[src/rtl/param_register_file.sv]
// param_register_file: DEPTH x WIDTH general-purpose register bank.
// One synchronous write port, two combinational read ports, optional
// hard-wired zero register, optional write-to-read bypass, synchronous
// bulk clear and a registered flag for the previous cycle's illegal write.
module param_register_file #(
    parameter int WIDTH    = 20,
    parameter int DEPTH    = 8,
    parameter int ADDR_W   = 3,
    parameter int ZERO_REG = 1,
    parameter int BYPASS   = 1
) (
    input  logic              clk,
    input  logic              rst_n,
    input  logic              w,
    input  logic [ADDR_W-1:0] waddr,
    input  logic [WIDTH-1:0]  wdata,
    input  logic              clr,
    input  logic [ADDR_W-1:0] raddr_a,
    output logic [WIDTH-1:0]  rdata_a,
    input  logic [ADDR_W-1:0] raddr_b,
    output logic [WIDTH-1:0]  rdata_b,
    output logic              w_err
);

    // One extra bit so DEPTH == 2**ADDR_W is representable.
    localparam logic [ADDR_W:0] DEPTH_L = (ADDR_W + 1)'(DEPTH);

    logic [WIDTH-1:0] regs_q [DEPTH];
    logic [WIDTH-1:0] regs_d [DEPTH];
    logic             w_err_q;
    logic             w_err_d;
    logic             wr_in_range;
    logic             wr_to_zero;
    logic             wr_legal;

    // Classify the write attempted this cycle.
    always_comb begin
        wr_in_range = ({1'b0, waddr} < DEPTH_L);
        wr_to_zero  = (ZERO_REG != 0) && (waddr == '0);
        wr_legal    = w && wr_in_range && !wr_to_zero;
        w_err_d     = w && !wr_legal;
    end

    // Next register contents: clear beats write; register 0 stays zero when hard-wired.
    always_comb begin
        regs_d = regs_q;
        if (clr) begin
            for (int i = 0; i < DEPTH; i++) begin
                regs_d[i] = '0;
            end
        end else if (wr_legal) begin
            for (int i = 0; i < DEPTH; i++) begin
                if (waddr == ADDR_W'(i)) begin
                    regs_d[i] = wdata;
                end
            end
        end
        if (ZERO_REG != 0) begin
            regs_d[0] = '0;
        end
    end

    // Register bank and error flag, asynchronously cleared.
    always_ff @(posedge clk or negedge rst_n) begin
        if (!rst_n) begin
            for (int i = 0; i < DEPTH; i++) begin
                regs_q[i] <= '0;
            end
            w_err_q <= 1'b0;
        end else begin
            regs_q  <= regs_d;
            w_err_q <= w_err_d;
        end
    end

    assign w_err = w_err_q;

    // Read port A: stored value, optional same-cycle bypass, forced 0 in reset.
    always_comb begin
        rdata_a = '0;
        for (int i = 0; i < DEPTH; i++) begin
            if ((raddr_a == ADDR_W'(i)) && !((ZERO_REG != 0) && (i == 0))) begin
                rdata_a = regs_q[i];
            end
        end
        if ((BYPASS != 0) && wr_legal && !clr && (raddr_a == waddr)) begin
            rdata_a = wdata;
        end
        if (!rst_n) begin
            rdata_a = '0;
        end
    end

    // Read port B: identical to port A, fully independent.
    always_comb begin
        rdata_b = '0;
        for (int i = 0; i < DEPTH; i++) begin
            if ((raddr_b == ADDR_W'(i)) && !((ZERO_REG != 0) && (i == 0))) begin
                rdata_b = regs_q[i];
            end
        end
        if ((BYPASS != 0) && wr_legal && !clr && (raddr_b == waddr)) begin
            rdata_b = wdata;
        end
        if (!rst_n) begin
            rdata_b = '0;
        end
    end

endmodule

[config.mk]
export PLATFORM = sky130hd
export DESIGN_NAME = param_register_file
export DESIGN_NICKNAME = d
export VERILOG_FILES = /design/src/rtl/param_register_file.sv
export SDC_FILE = /design/constraint.sdc
export NUM_CORES = 1
export LEC_CHECK = 0
export CORE_MARGIN = 3
export CORE_UTILIZATION = 64
export DETAILED_ROUTE_END_ITERATION = 8
export GPL_TIMING_DRIVEN = 0
export MAX_ROUTING_LAYER = met4
export PLACE_DENSITY = 0.86
export SLEW_MARGIN = 20
export SYNTH_ARGS = -nofsm -noshare
export SYNTH_HDL_FRONTEND = slang
export SYNTH_SLANG_ARGS = --single-unit
[constraint.sdc]
create_clock -name clk -period 2.9 [get_ports clk]
set_clock_uncertainty 0.1 [all_clocks]
set_input_delay 0.435 -clock clk [delete_from_list [all_inputs] [get_ports clk]]
set_output_delay 0.435 -clock clk [all_outputs]
set_load 0.02 [all_outputs]
Word-level counts from Yosys, hierarchy flattened:

Cells that the tools add are included.

* bits in registers: 141
* bits in latches: 0
* RAM bits: 0
* bits in read-only memories: 0
* input bits: 33
* output and inout port bits: 41
* logic and storage cells: 82
* memories kept: 0

* $add $sub $neg: 0
* multipliers: 0
* div/mod/pow operators: 0
* $lt $le $gt $ge: 0
* equal/unequal tests: 23
* shifts and indexed selects: 0
* mux-type cells: 27
* bitwise gates (word level): 0
* reduce and logical (&&, ||, !) cells: 24

Operators by type and width (count)
* $mux 20: 25
* $mux 140: 2
* $eq 3x3->1 const B: 12
* $eq 3x2->1 const B: 6
* $reduce_bool 2->1: 8
* $reduce_and 2->1: 7
* $eq 3x1->1 const B: 3
* $eq 3x3->1: 2
* $logic_and 1x1->1: 5
* $logic_not 1->1: 3
* $logic_not 3->1: 1

Depth between registers and ports, before layout:

Gate-level depths: netlist of run 1.

* depth in word-level cells: 10
* depth in mapped cells: 7
* depth with buffers taken out: 4

Worst setup path before layout of run 1:

No wires, ideal clock.

* path kind: input to output
* start point: input port raddr_b[1]
* end point: output port rdata_b[10]
* data arrival time: 1.728 ns
* required time: 2.365 ns
* setup slack: 0.637 ns
* cell stages on the path: 5
* path buffers: 2
* cell sequence: buf_6 > buf_4 > nand2b_1 > mux4_2 > a31oi_1

* longest elaborated chain between the ends: 10
* elaborated cells on any way between the ends: 18
* classes of those cells: eq/ne: 8; mux: 9; reduce/logical: 1

RTL lines
* start: declaration: RTL line 20 `input logic [ADDR_W-1:0] raddr_b,`
* $eq 3x1->1: RTL line 98 `if ((raddr_b == ADDR_W'(i)) && !((ZERO_REG != 0) && (i == 0))) begin`
* $mux 20 (7 in a row): RTL line 98
* $mux 20 *: RTL line 102 `if ((BYPASS != 0) && wr_legal && !clr && (raddr_b == waddr)) begin`
* $mux 20 *: RTL line 105 `if (!rst_n) begin`
* end: declaration: RTL line 21 `output logic [WIDTH-1:0] rdata_b,`

Every way passes the cells marked *; elsewhere a longest branch is shown, timed or not.

Worst setup path after layout of run 1:

* start point: input port waddr[2]
* end point: output port rdata_b[18]

* longest elaborated chain between the ends: 7
* elaborated cells on any way between the ends: 8
* classes of those cells: eq/ne: 1; mux: 2; reduce/logical: 5

RTL lines
* start: declaration: RTL line 15 `input logic [ADDR_W-1:0] waddr,`
* $logic_not 3->1
* $logic_not 1->1: RTL line 40 `wr_legal = w && wr_in_range && !wr_to_zero;`
* $logic_and 1x1->1: RTL line 40
* $logic_and 1x1->1: RTL line 102
* $logic_and 1x1->1 *: RTL line 102
* $mux 20 *: RTL line 102
* $mux 20 *: RTL line 105

Marked as above.

==> reports/metrics.cfg, run 1 <==
[logic_synthesis]
cell_area_after_synthesis_mm2=0.00876
synth_top_cells_by_count=sky130_fd_sc_hd__nand2_1, sky130_fd_sc_hd__a21oi_1, sky130_fd_sc_hd__dfrtp_1
synth_top_cells_by_area=sky130_fd_sc_hd__dfrtp_1, sky130_fd_sc_hd__nand2_1, sky130_fd_sc_hd__mux2i_1
synth_sequential_area_ratio_pct=40.3
synthesis.area_per_instance_um2=8.61
async_flop_share_pct=100
dominantRegCellSynth=sky130_fd_sc_hd__dfrtp_1
synth_enable_flop_cells=0
library_cell_with_the_highest_instance_count_after_synthesis=sky130_fd_sc_hd__nand2_1
syn-num-nets=1050
synth_seq_cells=141
largest_family_of_logic_cells_by_synthesized_area=compound AO/OA/AOI/OAI gates
synth_compound_gate_area_share_pct=18.2
multiplexer_area_fraction_after_synthesis_pct=17.0
postSynthCellCount=1017
yosysTopAreaCellShare_pct=40.3
post_synth_num_cell_types=33
post_synthesis_share_of_cell_area_spent_on_full_adders_half_adders_and_majority_gates_pct=0
netlist.top_cell.by_area=sky130_fd_sc_hd__dfrtp_1
yosys.area_share.xor_xnor_pct=0.600
synth_simple_gate_area_share_pct=17.5
ys_warn_count=0

[power]
clock_power_share_pct=45.0
vdd_drop_max_uv=428
cell_internal_power_dissipation_mw=3.45
p_switching_mw=1.44
power.static_leakage_nw=4.10
power.switching_fraction_pct=29.4
power.combinational.fraction_pct=13.1
seqPwrFrac_pct=41.9
cellPowerDensity_mw_per_mm2=478

[critical_path]
cp_top_family=buffers and inverters
crit_arrival_ns=2.23
depth_of_the_worst_register_to_register_path=2
cell_depth_of_the_worst_setup_path=7
critical_path_buf_inv_count=3
slowest_stage=sky130_fd_sc_hd__dlygate4sd2_1
required_ns=2.37
cp_cell_sequence=dlygate4sd2_1 > xnor2_1 > nand3_1 > or2_1 > buf_2 > a31oi_1 > clkdlybuf4s15_2
path_class=in2out
startpoint_type=input pin
critPathMaxStageDelay_ns=0.41
critical_path.endpoint_type=primary output
crit_path_max_fanout=10

[sta]
timing.final.crit_period_ns=2.77
postLayoutSetupSlackWorst_ns=0.133
finalHoldViolCount=0
post-route-period-util_pct=95.4
timing_worst_slew_pin_value_ns=0.734
timing_max_transition_violations_final=0
fin_setup_tns_ns=0
timing.max_slew.rel_slack_pct=51.1
grt_setup_unrepaired=false
setup_violations=0
whs_ns=0.343
achievable-frequency_mhz=361

[floorplan]
design.core.area_mm2=0.0133
ioPinCount=74
placementRows=42
start_util_pct=65.9
design.die.area_mm2=0.0151
fp.dieW_um=123
die_height_um=123

[clock_tree]
clockBufferDepth=2
clock-root-buffer=sky130_fd_sc_hd__clkbuf_16
clock_latency_on_the_worst_skew_pair_ns=0.43
tritoncts=built
clk_pin_slew_ns=0.07
cts_num_sinks=141
count_of_h_tree_levels_built_during_cts=4
cts-buffers-inserted=17

[route]
route.detailed.wl_per_inst_um=21.6
drt_pass1_iterations=9
residual_antenna_violating_net_count_after_detailed_routing=0
drt-vias-per-instance=6.56
drc=1
via_count=8396
drt-initial-drc-count=1239
totalWireLength_um=27600

[worst_hold_path]
min_delay_path_depth=3
class_of_the_tightest_hold_or_removal_check=in2reg

[grt]
global_route.overflow_total=0
grt_pass1_vias=7839
grt_util_all_layers_pct=38.3
gr-max-usage-layer=met2
antenna_violations_before_repair=0
wire_length_of_the_first_global_routing_pass_um=42700
grt_start_max_net_pins=102
grtUsageMet3_pct=7.96
global_route.usage.met1_pct=54.9
grt_use_met2_pct=56.4

[status]
failing_checks=DRC
status=finished, violations left

[finish]
n_diodes=0
layout.cells.non_filler=1279
finish.instance_area_mm2=0.0102
drive_gt1_share_pct=16.2
finalNetCount=1123
area_growth_pct=16.8

[placed_design]
dpl-instance-area_mm2=0.00949
placedCellCount=1242
post-place-ws_ns=-0.544
dp_hpwl_um=19900
port_buffers=48
gpl.final_weighted_congestion=1.02

[run]
drv.max_cap_violation_count=0

==> power groups by stage <==
| stage | sequential [mW] | clock, mW | combinational, mW |
|---|---|---|---|
| floorplan | 2.07 | 0 | 0.393 |
| global placement | 2.07 | 0 | 0.583 |
| detailed placement | 2.08 | 0 | 0.598 |
| CTS | 2.04 | 2.19 | 0.614 |
| global route | 2.05 | 2.28 | 0.681 |
| finish | 2.05 | 2.20 | 0.641 |
==> kinds of logic after synthesis <==
logic type,after synthesis
and+or+nand+nor,376
AOI/OAI and AO/OA,259
DFF,141
muxes,120
buffers and inverters,115
xor gates and xnor gates,6
==> cell type report <==
type	instances	area, µm²
multi-input cells	761	4770
flip-flops and latches	141	3530
plain buffers	114	632
repair buffers	54	478
clock buffers	17	425
inverters	1	3.75
clock inverters	15	169
fillers	962	3070
well taps	176	220
==> per-stage QoR <==
| step | util, % | power [mW] |
|---|---|---|
| final | 76.9 | 4.89 |
| after global routing | 76.9 | 5.01 |
| after floorplan | - | 2.46 |
| after CTS | 76.6 | 4.85 |
| after global placement | 71.1 | 2.66 |
| after detailed placement | 71.4 | 2.67 |
==> tightest hold or removal path: stages <==
cell                       delay, ns
sky130_fd_sc_hd__clkbuf_1       0.23
sky130_fd_sc_hd__nand2_1        0.12
sky130_fd_sc_hd__a21oi_1        0.05
==> cell usage in the layout, fill, tap and decap left out, drive strengths merged, types with 9 or more instances in the layout <==
cell | Yosys | final
mux4 | 21 | 21
mux2 | 19 | 19
inv | 1 | 9
o22ai | 19 | 19
clkbuf | 70 | 94
a221oi | 18 | 18
a31oi | 21 | 21
a21oi | 159 | 159
nand2 | 325 | 325
nand2b | 26 | 26
dlygate4sd2 | 0 | 22
mux2i | 80 | 80
dfrtp | 141 | 141
o31ai | 40 | 40
buf | 44 | 61
==> what timing repair did <==
action / 4_1_cts / 5_1_grt
gates resized for setup: 122 / 28
setup endpoints to repair: 40 / 38
setup buffers: 2 / 0
gates cloned: 0 / 1
hold buffers: 2 / 0
hold endpoints to repair: 40 / 0
pin swaps: 0 / 2
==> flip-flops by register name, indices dropped and copies added, names as in the netlist <==
signal / cells
regs_q: 140
w_err: 1
==> final timing paths <==
path / from / end / slack, ns
worst max-delay path: waddr[2] / rdata_b[18] / 0.13
worst min-delay path: wdata[14] / regs_q[94] / 0.34
worst max register to register: regs_q[82] / regs_q[82] / 1.97
worst min register to register: regs_q[96] / regs_q[96] / 0.45
max in group asynchronous: rst_n / regs_q[115] / 1.73
min in group asynchronous: rst_n / regs_q[2] / 0.47
==> metal layers <==
layer / up-vias / routed length, µm
li1: 3683 / -
met1: 3945 / 10800
met2: 694 / 12400
met3: 74 / 3790
met4: 0 / 579
met5: - / 0
Note: power is estimated with default switching activity, not from simulation.
==> inputs of run 2 (changes only) <==
--- a/config.mk
+++ b/config.mk
@@ -6,11 +6,11 @@
 export NUM_CORES = 1
 export LEC_CHECK = 0
 export CORE_MARGIN = 3
-export CORE_UTILIZATION = 64
+export CORE_UTILIZATION = 45
 export DETAILED_ROUTE_END_ITERATION = 8
 export GPL_TIMING_DRIVEN = 0
 export MAX_ROUTING_LAYER = met4
-export PLACE_DENSITY = 0.86
+export PLACE_DENSITY = 0.64
 export SLEW_MARGIN = 20
 export SYNTH_ARGS = -nofsm -noshare
 export SYNTH_HDL_FRONTEND = slang
==> run 2 against run 1 <==
Against the previous run:
- critical endpoint is now rdata_a[1]
- critical path type unchanged
- non-clock buffer count is the same
- register-to-register slack gained 0.09 ns
- critical path depth grew 1
- global-route usage shrank 11 points
- largest cell class unchanged
- combinational power grew 2%
- cell area grew 1.5%
- routed wire length grew 3.2%
- the flow finishes with violations (hold timing)
==> reports/metrics.cfg, run 2 (same netlist as run 1, synthesis figures left out) <==
[critical_path]
critical_path.endpoint_type=primary output
slowest_stage=sky130_fd_sc_hd__dlygate4sd2_1
cp_common_cell=sky130_fd_sc_hd__dlygate4sd2_1
crit_path_max_fanout=10
required_ns=2.37
path_class=in2out
cp_cell_sequence=dlygate4sd2_1 > buf_6 > xnor2_1 > nand3_1 > or2_1 > buf_2 > a21oi_1 > dlygate4sd2_1
startpoint_type=input pin
crit_arrival_ns=2.25
critPathMaxStageDelay_ns=0.37

[sta]
timing_max_transition_violations_final=0
setup_violations=0
timing_worst_slew_pin_value_ns=0.694
whs_ns=-0.0229
finalHoldViolCount=14
post-route-period-util_pct=96.2
timing.final.crit_period_ns=2.79
grt_setup_unrepaired=false
achievable-frequency_mhz=359
timing.max_slew.rel_slack_pct=53.7

[finish]
postLayoutCoreUtil_pct=54.9
mostFrequentLayoutCells=sky130_fd_sc_hd__nand2_1, sky130_fd_sc_hd__a21oi_1, sky130_fd_sc_hd__dfrtp_1, sky130_fd_sc_hd__mux2i_1, sky130_fd_sc_hd__clkbuf_1
largest-register=regs_q
largest_register_ff_count=140
finalNetCount=1123
finish.instance_area_mm2=0.0104
area_growth_pct=18.5
final_common_cell=sky130_fd_sc_hd__nand2_1
n_diodes=0
layout.cells.non_filler=1363
drive_gt1_share_pct=17.5

[floorplan]
design.core.area_mm2=0.0189
die_height_um=145
fp.dieW_um=145
start_util_pct=46.3
placementRows=50
design.die.area_mm2=0.0212
ioPinCount=74

[placed_design]
dp_hpwl_um=21200
dpl-instance-area_mm2=0.00959
placedCellCount=1326
port_buffers=48
gpl.final_weighted_congestion=0.939

[grt]
antenna_violations_before_repair=0
grt_start_max_net_pins=75
grt_util_all_layers_pct=27.5
global_route.overflow_total=0
wire_length_of_the_first_global_routing_pass_um=44600
grt_pass1_vias=7446

[worst_hold_path]
class_of_the_tightest_hold_or_removal_check=in2async

[route]
drt-vias-per-instance=5.77
via_count=7862
totalWireLength_um=28500
drt_pass1_iterations=6
drc=0
residual_antenna_violating_net_count_after_detailed_routing=0
drt-initial-drc-count=845
route.detailed.wl_per_inst_um=20.9

[clock_tree]
tritoncts=built
clk_pin_slew_ns=0.06
clockBufferDepth=2
clock_latency_on_the_worst_skew_pair_ns=0.43
cts-buffers-inserted=17
count_of_h_tree_levels_built_during_cts=4
clock-root-buffer=sky130_fd_sc_hd__clkbuf_16
cts_num_sinks=141

[run]
drv.max_cap_violation_count=0

[power]
power.static_leakage_nw=4.10
vdd_drop_max_uv=354
cellPowerDensity_mw_per_mm2=475

[status]
status=finished, violations left
failing_checks=hold timing

## run 2: cell count changes in the layout (fill, tap and decap cells not counted), sizes merged
cell / delta
buf: -8
clkbuf: +9
dlygate4sd2: -8
clkdlybuf4s15: +10
dlymetal6s2s: -2
dlygate4sd3: -1
## run 2: worst paths after layout
kind	start	endpoint	slack (ns)	cells past startpoint
max in group asynchronous	rst_n	regs_q[134]	2.33	3
min reg2reg	regs_q[131]	regs_q[131]	0.44	2
min	rst_n	regs_q[4]	-0.02	3
max	raddr_a[1]	rdata_a[1]	0.11	8
min in group clk	wdata[17]	regs_q[37]	0.35	3
max reg2reg	regs_q[139]	regs_q[139]	2.06	2
## run 2: final cells by class
cell class	count	area [µm²]
Inverter	1	3.75
Clock inverter	15	176
Timing Repair Buffer	54	522
Tap cell	260	325
Clock buffer	17	425
Sequential cell	141	3530
Buffer	114	623
Fill cell	1772	8510
Multi-Input combinational cell	761	4780
## run 2: metrics by stage
step	power [mW]	hold slack, ns	setup TNS [ns]	worst slack [ns]
global route	5.10	0.0113	0	0.0761
detailed placement	2.69	0.338	-19.93	-0.597
finish	4.93	-0.0229	0	0.111
floorplan	2.46	0.0394	0	0.637
global placement	2.69	0.425	-875.67	-5.11
CTS	4.95	0.00857	0	0.00751
## run 2: critical path: cells and delay by family
family	cells	cell delay, ns
AOI/OAI and AO/OA	1	0.24
xor gates and xnor gates	1	0.12
buffers and inverters	4	1.07
and+or+nand+nor	2	0.39
## run 2: where the power goes
group / switching [mW] / internal [mW] / leakage, nW
combinational: 0.429 / 0.222 / 1.85
clock: 1.01 / 1.23 / 0.292
sequential: 0.0367 / 2.01 / 1.95
## run 2: layer usage
layer	routed length [µm]	GRT usage, %	share of wire [%]	vias to the layer above
met4	350	5.70	1.2	0
met2	12100	37.4	42	354
li1	-	-	-	3696
met1	13600	42.7	48	3774
met3	2420	4.98	8.5	38
met5	0	-	0	-
## run 2: timing repair
action,CTS,global route
buffers inserted,1,0
endpoints found under the setup margin,40,20
endpoints found under the hold margin,67,0
cloned,1,0
hold buffers,3,0
pin swaps,1,1
resized for setup,120,45
